`src/rtl/seq_mult_param_pkg.sv`:
```
// Shared types and helpers for the parametrised shift-add multiplier.
package seq_mult_param_pkg;

  typedef enum logic [1:0] {
    ST_IDLE = 2'd0,
    ST_RUN  = 2'd1,
    ST_DONE = 2'd2
  } state_t;

  // Constant-evaluable ceil(log2(v)); used to size the skip-count bus.
  function automatic int clog2(input int v);
    int r;
    r = 0;
    for (int i = 0; i < 31; i++) begin
      if ((1 << i) < v) r = i + 1;
    end
    return r;
  endfunction

endpackage

```
`src/rtl/seq_mult_param_if.sv`:
```
// Start/done handshake bundle between the controller and the multiplier.
interface seq_mult_param_if #(
  parameter int WIDTH = 32
);
  logic                 start;
  logic                 mode_signed;
  logic [WIDTH-1:0]     a;
  logic [WIDTH-1:0]     b;
  logic                 busy;
  logic                 done;
  logic [2*WIDTH-1:0]   product;

  modport master (
    output start, mode_signed, a, b,
    input  busy, done, product
  );

  modport slave (
    input  start, mode_signed, a, b,
    output busy, done, product
  );
endinterface

```
`src/rtl/seq_mult_tzc.sv`:
```
// Trailing-zero count of the low multiplier bits, saturating at MAX_SKIP.
module seq_mult_tzc
  import seq_mult_param_pkg::*;
#(
  parameter int MAX_SKIP = 16,
  parameter int CW       = clog2(MAX_SKIP + 1)
) (
  input  logic [MAX_SKIP-1:0] mb_i,
  output logic [CW-1:0]       cnt_o
);

  // Scan downward so the lowest set bit wins.
  always_comb begin
    cnt_o = CW'(MAX_SKIP);
    for (int i = MAX_SKIP - 1; i >= 0; i--) begin
      if (mb_i[i]) cnt_o = CW'(i);
    end
  end

endmodule

```
`src/rtl/seq_mult_param.sv`:
```
// Sequential shift-add multiplier with signed/unsigned mode, zero-run
// skipping and early termination once the remaining multiplier is zero.
module seq_mult_param
  import seq_mult_param_pkg::*;
#(
  parameter int WIDTH    = 32,
  parameter int MAX_SKIP = 16
) (
  input  logic              clk,
  input  logic              rst,
  seq_mult_param_if.slave   bus
);

  localparam int CW = clog2(MAX_SKIP + 1);

  state_t               state_q, state_d;
  logic [2*WIDTH-1:0]   acc_q, acc_d;
  logic [2*WIDTH-1:0]   ma_q, ma_d;
  logic [WIDTH-1:0]     mb_q, mb_d;
  logic [2*WIDTH-1:0]   product_q, product_d;
  logic                 neg_q, neg_d;
  logic [CW-1:0]        skip_cnt;
  logic [WIDTH-1:0]     a_mag, b_mag;

  seq_mult_tzc #(
    .MAX_SKIP (MAX_SKIP),
    .CW       (CW)
  ) u_tzc (
    .mb_i  (mb_q[MAX_SKIP-1:0]),
    .cnt_o (skip_cnt)
  );

  // The most negative operand negates to itself, which read unsigned is its magnitude.
  assign a_mag = (bus.mode_signed && bus.a[WIDTH-1]) ? -bus.a : bus.a;
  assign b_mag = (bus.mode_signed && bus.b[WIDTH-1]) ? -bus.b : bus.b;

  always_ff @(posedge clk) begin
    if (rst) begin
      state_q   <= ST_IDLE;
      acc_q     <= '0;
      ma_q      <= '0;
      mb_q      <= '0;
      product_q <= '0;
      neg_q     <= 1'b0;
    end else begin
      state_q   <= state_d;
      acc_q     <= acc_d;
      ma_q      <= ma_d;
      mb_q      <= mb_d;
      product_q <= product_d;
      neg_q     <= neg_d;
    end
  end

  always_comb begin
    state_d   = state_q;
    acc_d     = acc_q;
    ma_d      = ma_q;
    mb_d      = mb_q;
    product_d = product_q;
    neg_d     = neg_q;
    unique case (state_q)
      ST_IDLE: begin
        if (bus.start) begin
          neg_d   = bus.mode_signed & (bus.a[WIDTH-1] ^ bus.b[WIDTH-1]);
          ma_d    = {{WIDTH{1'b0}}, a_mag};
          mb_d    = b_mag;
          acc_d   = '0;
          state_d = ST_RUN;
        end
      end
      ST_RUN: begin
        if (mb_q == '0) begin
          product_d = neg_q ? -acc_q : acc_q;
          state_d   = ST_DONE;
        end else if (mb_q[0]) begin
          acc_d = acc_q + ma_q;
          ma_d  = ma_q << 1;
          mb_d  = mb_q >> 1;
        end else begin
          ma_d = ma_q << skip_cnt;
          mb_d = mb_q >> skip_cnt;
        end
      end
      ST_DONE: begin
        state_d = ST_IDLE;
      end
      default: begin
        state_d = ST_IDLE;
      end
    endcase
  end

  assign bus.busy    = (state_q == ST_RUN);
  assign bus.done    = (state_q == ST_DONE);
  assign bus.product = product_q;

endmodule
```
`src/flat_wrapper.sv`:
```
// flat-port wrapper written by rule: the top's interface ports become plain ports
module seq_mult_param_flat import seq_mult_param_pkg::*;
#(
  parameter int WIDTH    = 32,
  parameter int MAX_SKIP = 16
)
  (clk, rst, bus_start, bus_mode_signed, bus_a, bus_b, bus_busy, bus_done, bus_product);
  seq_mult_param_if #(.WIDTH(WIDTH)) bus_i ();
  input  logic clk;
  input  logic rst;
  input wire logic [$bits(bus_i.start)-1:0] bus_start;
  input wire logic [$bits(bus_i.mode_signed)-1:0] bus_mode_signed;
  input wire logic [$bits(bus_i.a)-1:0] bus_a;
  input wire logic [$bits(bus_i.b)-1:0] bus_b;
  output wire logic [$bits(bus_i.busy)-1:0] bus_busy;
  output wire logic [$bits(bus_i.done)-1:0] bus_done;
  output wire logic [$bits(bus_i.product)-1:0] bus_product;
  assign bus_i.start = bus_start;
  assign bus_i.mode_signed = bus_mode_signed;
  assign bus_i.a = bus_a;
  assign bus_i.b = bus_b;
  assign bus_busy = bus_i.busy;
  assign bus_done = bus_i.done;
  assign bus_product = bus_i.product;
  seq_mult_param #(.WIDTH(WIDTH), .MAX_SKIP(MAX_SKIP)) u_core (.clk(clk), .rst(rst), .bus(bus_i));
endmodule
```
`config.mk`:
```
export PLATFORM = sky130hd
export DESIGN_NAME = seq_mult_param_flat
export DESIGN_NICKNAME = d
export VERILOG_FILES = /design/src/rtl/seq_mult_param_pkg.sv /design/src/rtl/seq_mult_param_if.sv /design/src/rtl/seq_mult_tzc.sv /design/src/rtl/seq_mult_param.sv /design/src/flat_wrapper.sv
export SDC_FILE = /design/constraint.sdc
export NUM_CORES = 1
export LEC_CHECK = 0
export BUFFER_PORTS_ARGS = -buffer_cell sky130_fd_sc_hd__buf_2
export CORE_UTILIZATION = 51
export CTS_CLUSTER_DIAMETER = 50
export DETAILED_ROUTE_END_ITERATION = 6
export GPL_ROUTABILITY_DRIVEN = 0
export PLACE_DENSITY = 0.69
export RECOVER_POWER = 50
export SYNTH_ARGS = -nofsm -noshare
export SYNTH_HDL_FRONTEND = slang
export SYNTH_HIERARCHICAL = 1
export SYNTH_SLANG_ARGS = --single-unit
```
`constraint.sdc`:
```
create_clock -name clk -period 6.9 [get_ports clk]
set_clock_uncertainty 0.2 [all_clocks]
set_input_delay 0 -clock clk [delete_from_list [all_inputs] [get_ports clk]]
set_output_delay 0 -clock clk [all_outputs]
set_load 0.005 [all_outputs]
```
==> flow_summary.ini, run 1 <==
[clocking]
cts_tree = yes
cts.clk_slew.worst_paths_ps = 50
cts_buf_count = 38
hold_buffers = 109
cts.repair_timing.setup_buffer_count = 0
cts_root_buf = clkbuf_16
clock_sinks = 227
cts_htree_levels = 2
post_cts_resized = 0
clk_path_buf_depth = 3
insertion_delay_ps = 560

[global_routing]
first_global_vias = 19811
grt.total_usage_pct = 33.1
grt_antenna_before_repair = 0
grt_pass1_wl_um = 105000
pin_count_of_the_biggest_net_entering_global_routing = 99
grt_remaining_overflow = 0

[pwr]
irDropWorstVdd_mv = 0.192
power.leakage_nw = 9.44
power_per_cell_area_nw_per_um2 = 279

[yosys]
synth_simple_gate_area_share_pct = 21.7
seq_area_frac_synth_pct = 23.0
synth.net_count = 2811
post_synthesis_share_of_cell_area_spent_on_full_adders_half_adders_and_majority_gates_pct = 4.29
syn-instance-count = 2676
ys_warn_count = 6
synth.largest_area_cell = dfxtp_1
synth.top_cell.area_share_pct = 23.0
post_synthesis_instance_area_um2 = 19700
synth_compound_area_share_pct = 27.0
synth.ff_latch_count = 227
synth-async-reset-ratio_pct = 0
yosys-top-cells-area = dfxtp_1 (23%), nand2_1 (6.8%), nor2_1 (6.5%)
syn_avg_cell_area_um2 = 7.37
synth_top_family_by_area = compound AO/OA/AOI/OAI gates
synth_mux_area_share_pct = 11.5
synth-edff-count = 0
yosys.cell_types.count = 81
yosys.area_share.xor_xnor_pct = 7.86
ys_dominant_reg_cell = dfxtp_1

[timing]
grt_setup_unrepaired = false
final.setup.tns_ps = 0
actual_slew_at_the_worst_max_slew_pin_ps = 3500
setup_viol_count_final = 0
final_hold_fails = 0
slew_headroom_pct = -133
finalWorstPathRequiredPeriod_ps = 5710
timing_max_transition_violations_final = 72
finalCritPeriodShare_pct = 82.8
clock.fmax_mhz = 175

[routing]
route.antenna.remaining_nets = 0
routed_len_inst_um = 19.9
detail_route.drc_violations = 0
wl_final_um = 66200
detail_route.first_pass.iterations = 6
num_vias = 21274
detail_route.vias_per_cell = 6.41
initialDrtViolationCount = 2349

[final_layout]
most_frequent_cells_in_the_layout = nand2_1 (360), nor2_1 (342), a21oi_1 (237), dfxtp_1 (225), o21ai_0 (172)
antenna-diode-count = 0
fin_nets = 2917
finish.instance_area_um2 = 22900
layout_commonest_cell = nand2_1
drive_above_1_share_pct = 10.4
flow.area_growth_from_synthesis_pct = 16.2

[place]
post_dp_area_um2 = 20600
hpwl_um = 46000
io_buffer_count = 133

[critical_path]
cp-start-kind = register
critPathRequiredTime_ps = 7190
crit_path_end_kind = register
critical_path.cell_chain = nand2b_2 > clkbuf_1 > nor2_1 > or2_2 > buf_4 > nand3_1 > a21oi_1 > nor3_1 > dlygate4sd3_1
slowest_delay_ps = 2460
critPathSlowestCell = clkbuf_1
critPathKind = reg -> reg
cp_max_fo = 71
data_arrival_critical_path_ps = 6010
ff2ff_path_depth = 9

[floorplanning]
num_rows = 71
die_height_um = 199
core-area_um2 = 37800
floorplan.die_area_um2 = 39500
fp.dieW_um = 199
top_level_ports = 134
start_util_pct = 52.1

[status]
run_status = complete, but fails checks
failed_checks = capacitance limit, slew limit

[min_path]
hold_depth = 6
holdCritPathClass = in -> reg

[job]
max_cap_violations = 1
## area by class of cell
type | instances | area (um2)
clock inverter | 25 | 320
timing repair buffer | 268 | 1910
clock buffer | 43 | 1000
sequential | 227 | 4550
multi-input combinational | 2207 | 14300
fill | 3475 | 14900
inverter | 40 | 150
tap | 511 | 639
## worst paths after layout
| path | from | endpoint | slack (ps) |
|---|---|---|---|
| min reg2reg | u_core/bus.product[57]$_SDFFE_PP0P_ | u_core/bus.product[57]$_SDFFE_PP0P_ | 290 |
| max | u_core/state_q[1]$_SDFFE_PP0P_ | u_core/mb_q[10]$_SDFFE_PP0P_ | 1190 |
| min | bus_b[5] | u_core/mb_q[6]$_SDFFE_PP0P_ | 90 |
| max reg2reg | u_core/state_q[1]$_SDFFE_PP0P_ | u_core/mb_q[10]$_SDFFE_PP0P_ | 1190 |
## state kept, by name (all words and copies together) (netlist names)
name,cells
u_core/ma_q,64
u_core/neg_q,1
u_core/state_q,2
u_core/acc_q,64
u_core/mb_q,32
u_core/bus.product,64
## cells in the mapped netlist, drive strengths merged (34+ instances only)
master	instances
a21o	46
xor2	105
mux4	47
nor2	345
o31ai	34
nor3	62
xnor2	72
a21oi	239
dfxtp	227
ha	66
mux2i	100
clkbuf	159
nand2	361
a31oi	36
buf	43
o21ai	172
inv	38
a211oi	115
## critical path: cells and delay by family, from the launching register on
family	cells	cell delay, ps
AOI/OAI and AO/OA	1	50
buffers and inverters	3	3370
DFF	1	370
and+or+nand+nor	5	1600
## cells by family (layout without fill, tap and decap cells)
kind of cell / count (synthesis) / count (layout)
flip-flops: 227 / 227
multiplexers: 165 / 165
buffers and inverters: 242 / 376
AO/OA/AOI/OAI: 833 / 833
adder cells (fa/ha/maj): 67 / 67
AND/OR/NAND/NOR: 965 / 965
XOR/XNOR: 177 / 177
## layer usage
| metal | part of all wire (%) | up-vias | global-route usage, % |
|---|---|---|---|
| met4 | 3.3 | 0 | 12.3 |
| met2 | 45 | 1194 | 53.1 |
| li1 | - | 10050 | - |
| met1 | 42 | 9859 | 43.6 |
| met5 | 0 | - | 0 |
| met3 | 9.6 | 171 | 6.88 |
## through the flow
stage	util, %	std cells	setup slack (ps)	power [mW]	hold WS [ps]
2_1_floorplan	-	2676	3190	3.54	-48.1
3_3_place_gp	54.4	3144	2870	4.21	123
3_5_place_dp	54.4	3144	2820	4.24	125
4_1_cts	60.7	3321	2270	6.32	37.1
5_1_grt	60.6	3321	930	6.70	116
6_report	60.6	3321	1190	6.39	94.7
## power breakdown
part | switching [mW] | internal [mW]
clock network | 0.740 | 1.25
registers | 0.192 | 1.39
logic | 1.75 | 1.07
Note: power is estimated with default switching activity, not from simulation.
==> run 2: changes to the inputs <==
==> constraint.sdc (replaced) <==
create_clock -name clk -period 5.9 [get_ports clk]
set_clock_uncertainty 0.2 [all_clocks]
set_input_delay 0 -clock clk [delete_from_list [all_inputs] [get_ports clk]]
set_output_delay 0 -clock clk [all_outputs]
set_load 0.005 [all_outputs]
==> run 2 against run 1 <==
- the run ends with DRC, capacitance limit, slew limit left
- via count grew 0.13%
- critical path depth down 4
- final area down 0.40%
- worst setup slack lost 390 ps
- first-iteration DRC count rose by 8.2%
- hold slack better by 38 ps
- final cell count decreased by 0.12%
- combinational power is 17% higher
- sequential cell count is the same
- highest routed layer unchanged
==> flow_summary.ini, run 2 (synthesis gave the netlist of run 1 again) <==
[critical_path]
setup.reg_to_reg.worst_slack_ps = 800
slowest_delay_ps = 1600
data_arrival_critical_path_ps = 5390
critPathRequiredTime_ps = 6190
cp_max_fo = 81
critPathKind = reg -> reg
critPathSlowestCell = and2_0
cp-start-kind = register
crit_path_end_kind = register
path_buf_inv = 1
critical_path.cell_chain = buf_4 > and2_0 > nand2b_1 > nor4_1 > a211o_1
crit_family = simple AND/OR/NAND/NOR gates

[clocking]
cts_root_buf = clkbuf_16
insertion_delay_ps = 560
clock_sinks = 227
cts_tree = yes
clk_path_buf_depth = 3
cts_htree_levels = 2
cts_buf_count = 35
cts.clk_slew.worst_paths_ps = 60

[pwr]
power_switching_mw = 3.07
seqPwrFrac_pct = 25.2
irDropWorstVdd_mv = 0.284
power.clock.fraction_pct = 29.4
sw_frac_of_total_pct = 42.1
power.share.combinational_pct = 45.3
power.leakage_nw = 9.39
power_per_cell_area_nw_per_um2 = 319
p_int_mw = 4.21

[place]
hpwl_um = 45300
placed_cells = 3143
io_buffer_count = 133
post_dp_area_um2 = 20600

[timing]
final_hold_fails = 0
actual_slew_at_the_worst_max_slew_pin_ps = 2340
finalWorstPathRequiredPeriod_ps = 5100
grt_setup_unrepaired = false
final.setup.tns_ps = 0
clock.fmax_mhz = 196
slew_headroom_pct = -55.8
finalCritPeriodShare_pct = 86.5
timing_max_transition_violations_final = 179
setup_viol_count_final = 0

[global_routing]
pin_count_of_the_biggest_net_entering_global_routing = 114
grt_remaining_overflow = 0
first_global_vias = 19911
grt_antenna_before_repair = 0
grt_pass1_wl_um = 106000
grt.total_usage_pct = 33.3

[floorplanning]
fp.dieW_um = 199
start_util_pct = 52.1
die_height_um = 199
top_level_ports = 134
num_rows = 71
floorplan.die_area_um2 = 39500
core-area_um2 = 37800

[final_layout]
layout_commonest_cell = nand2_1
antenna-diode-count = 0
drive_above_1_share_pct = 10.1
finish.instance_area_um2 = 22800
fin_util_pct = 60.3
flow.area_growth_from_synthesis_pct = 15.7
most_frequent_cells_in_the_layout = nand2_1 (360), nor2_1 (341), a21oi_1 (237), dfxtp_1 (225), o21ai_0 (172)
fin_nets = 2916
final_cell_count_no_fill = 3317

[routing]
routed_len_inst_um = 19.8
detail_route.drc_violations = 8
wl_final_um = 65800
detail_route.vias_per_cell = 6.42
num_vias = 21301
initialDrtViolationCount = 2542
detail_route.first_pass.iterations = 7
route.antenna.remaining_nets = 0

[job]
max_cap_violations = 3

[min_path]
holdCritPathClass = in -> reg

[status]
failed_checks = DRC, capacitance limit, slew limit
run_status = complete, but fails checks
-- run 2: power groups by stage --
stage	clock (mW)	sequential, mW	combinational [mW]
2_1_floorplan	0	1.75	2.38
3_3_place_gp	0	1.85	3.07
3_5_place_dp	0	1.86	3.09
4_1_cts	2.17	1.83	3.19
5_1_grt	2.25	1.84	3.56
6_report	2.14	1.84	3.30
-- run 2: tightest hold or removal path: cells and delay by family --
family	cells	cell delay (ps)
compound gates	1	150
buf+inv	1	120
xor+xnor	1	150
simple gates	3	410
-- run 2: repair_timing --
item                      in CTS  in global routing
setup buffers                  0                  0
hold buffers                 112                  0
gates resized for setup        0                  0
hold endpoints to repair      98                  0
-- run 2: routing by layer --
layer | track usage, % | part of all wire [%]
met5 | 0 | 0
met4 | 15.2 | 4.4
met3 | 6.99 | 9.4
met2 | 51.5 | 44
met1 | 44.2 | 42
-- run 2: final cells by class --
cell class	count	area, um2
timing repair buffer	270	1940
clock buffer	46	1000
multi-input combinational	2207	14300
tap	511	639
inverter	40	150
fill	3510	15000
clock inverter	16	195
sequential	227	4550
-- run 2: final timing paths --
path,start,end,depth (start not counted)
setup / recovery,u_core/mb_q[0]$_SDFFE_PP0P_,u_core/acc_q[55]$_SDFFE_PP0P_,5
hold / removal,bus_a[8],u_core/ma_q[10]$_SDFFE_PP0P_,6
setup reg to reg,u_core/mb_q[0]$_SDFFE_PP0P_,u_core/acc_q[55]$_SDFFE_PP0P_,5
hold reg to reg,u_core/bus.product[60]$_SDFFE_PP0P_,u_core/bus.product[60]$_SDFFE_PP0P_,2
-- run 2: through the flow --
step / worst slack (ps) / total power, mW / hold slack, ps
after floorplan: 2190 / 4.14 / -48.1
after global placement: 1730 / 4.93 / 149
after detailed placement: 1670 / 4.95 / 146
after CTS: 1220 / 7.19 / 21.0
after global routing: 697 / 7.65 / 134
final: 797 / 7.28 / 133
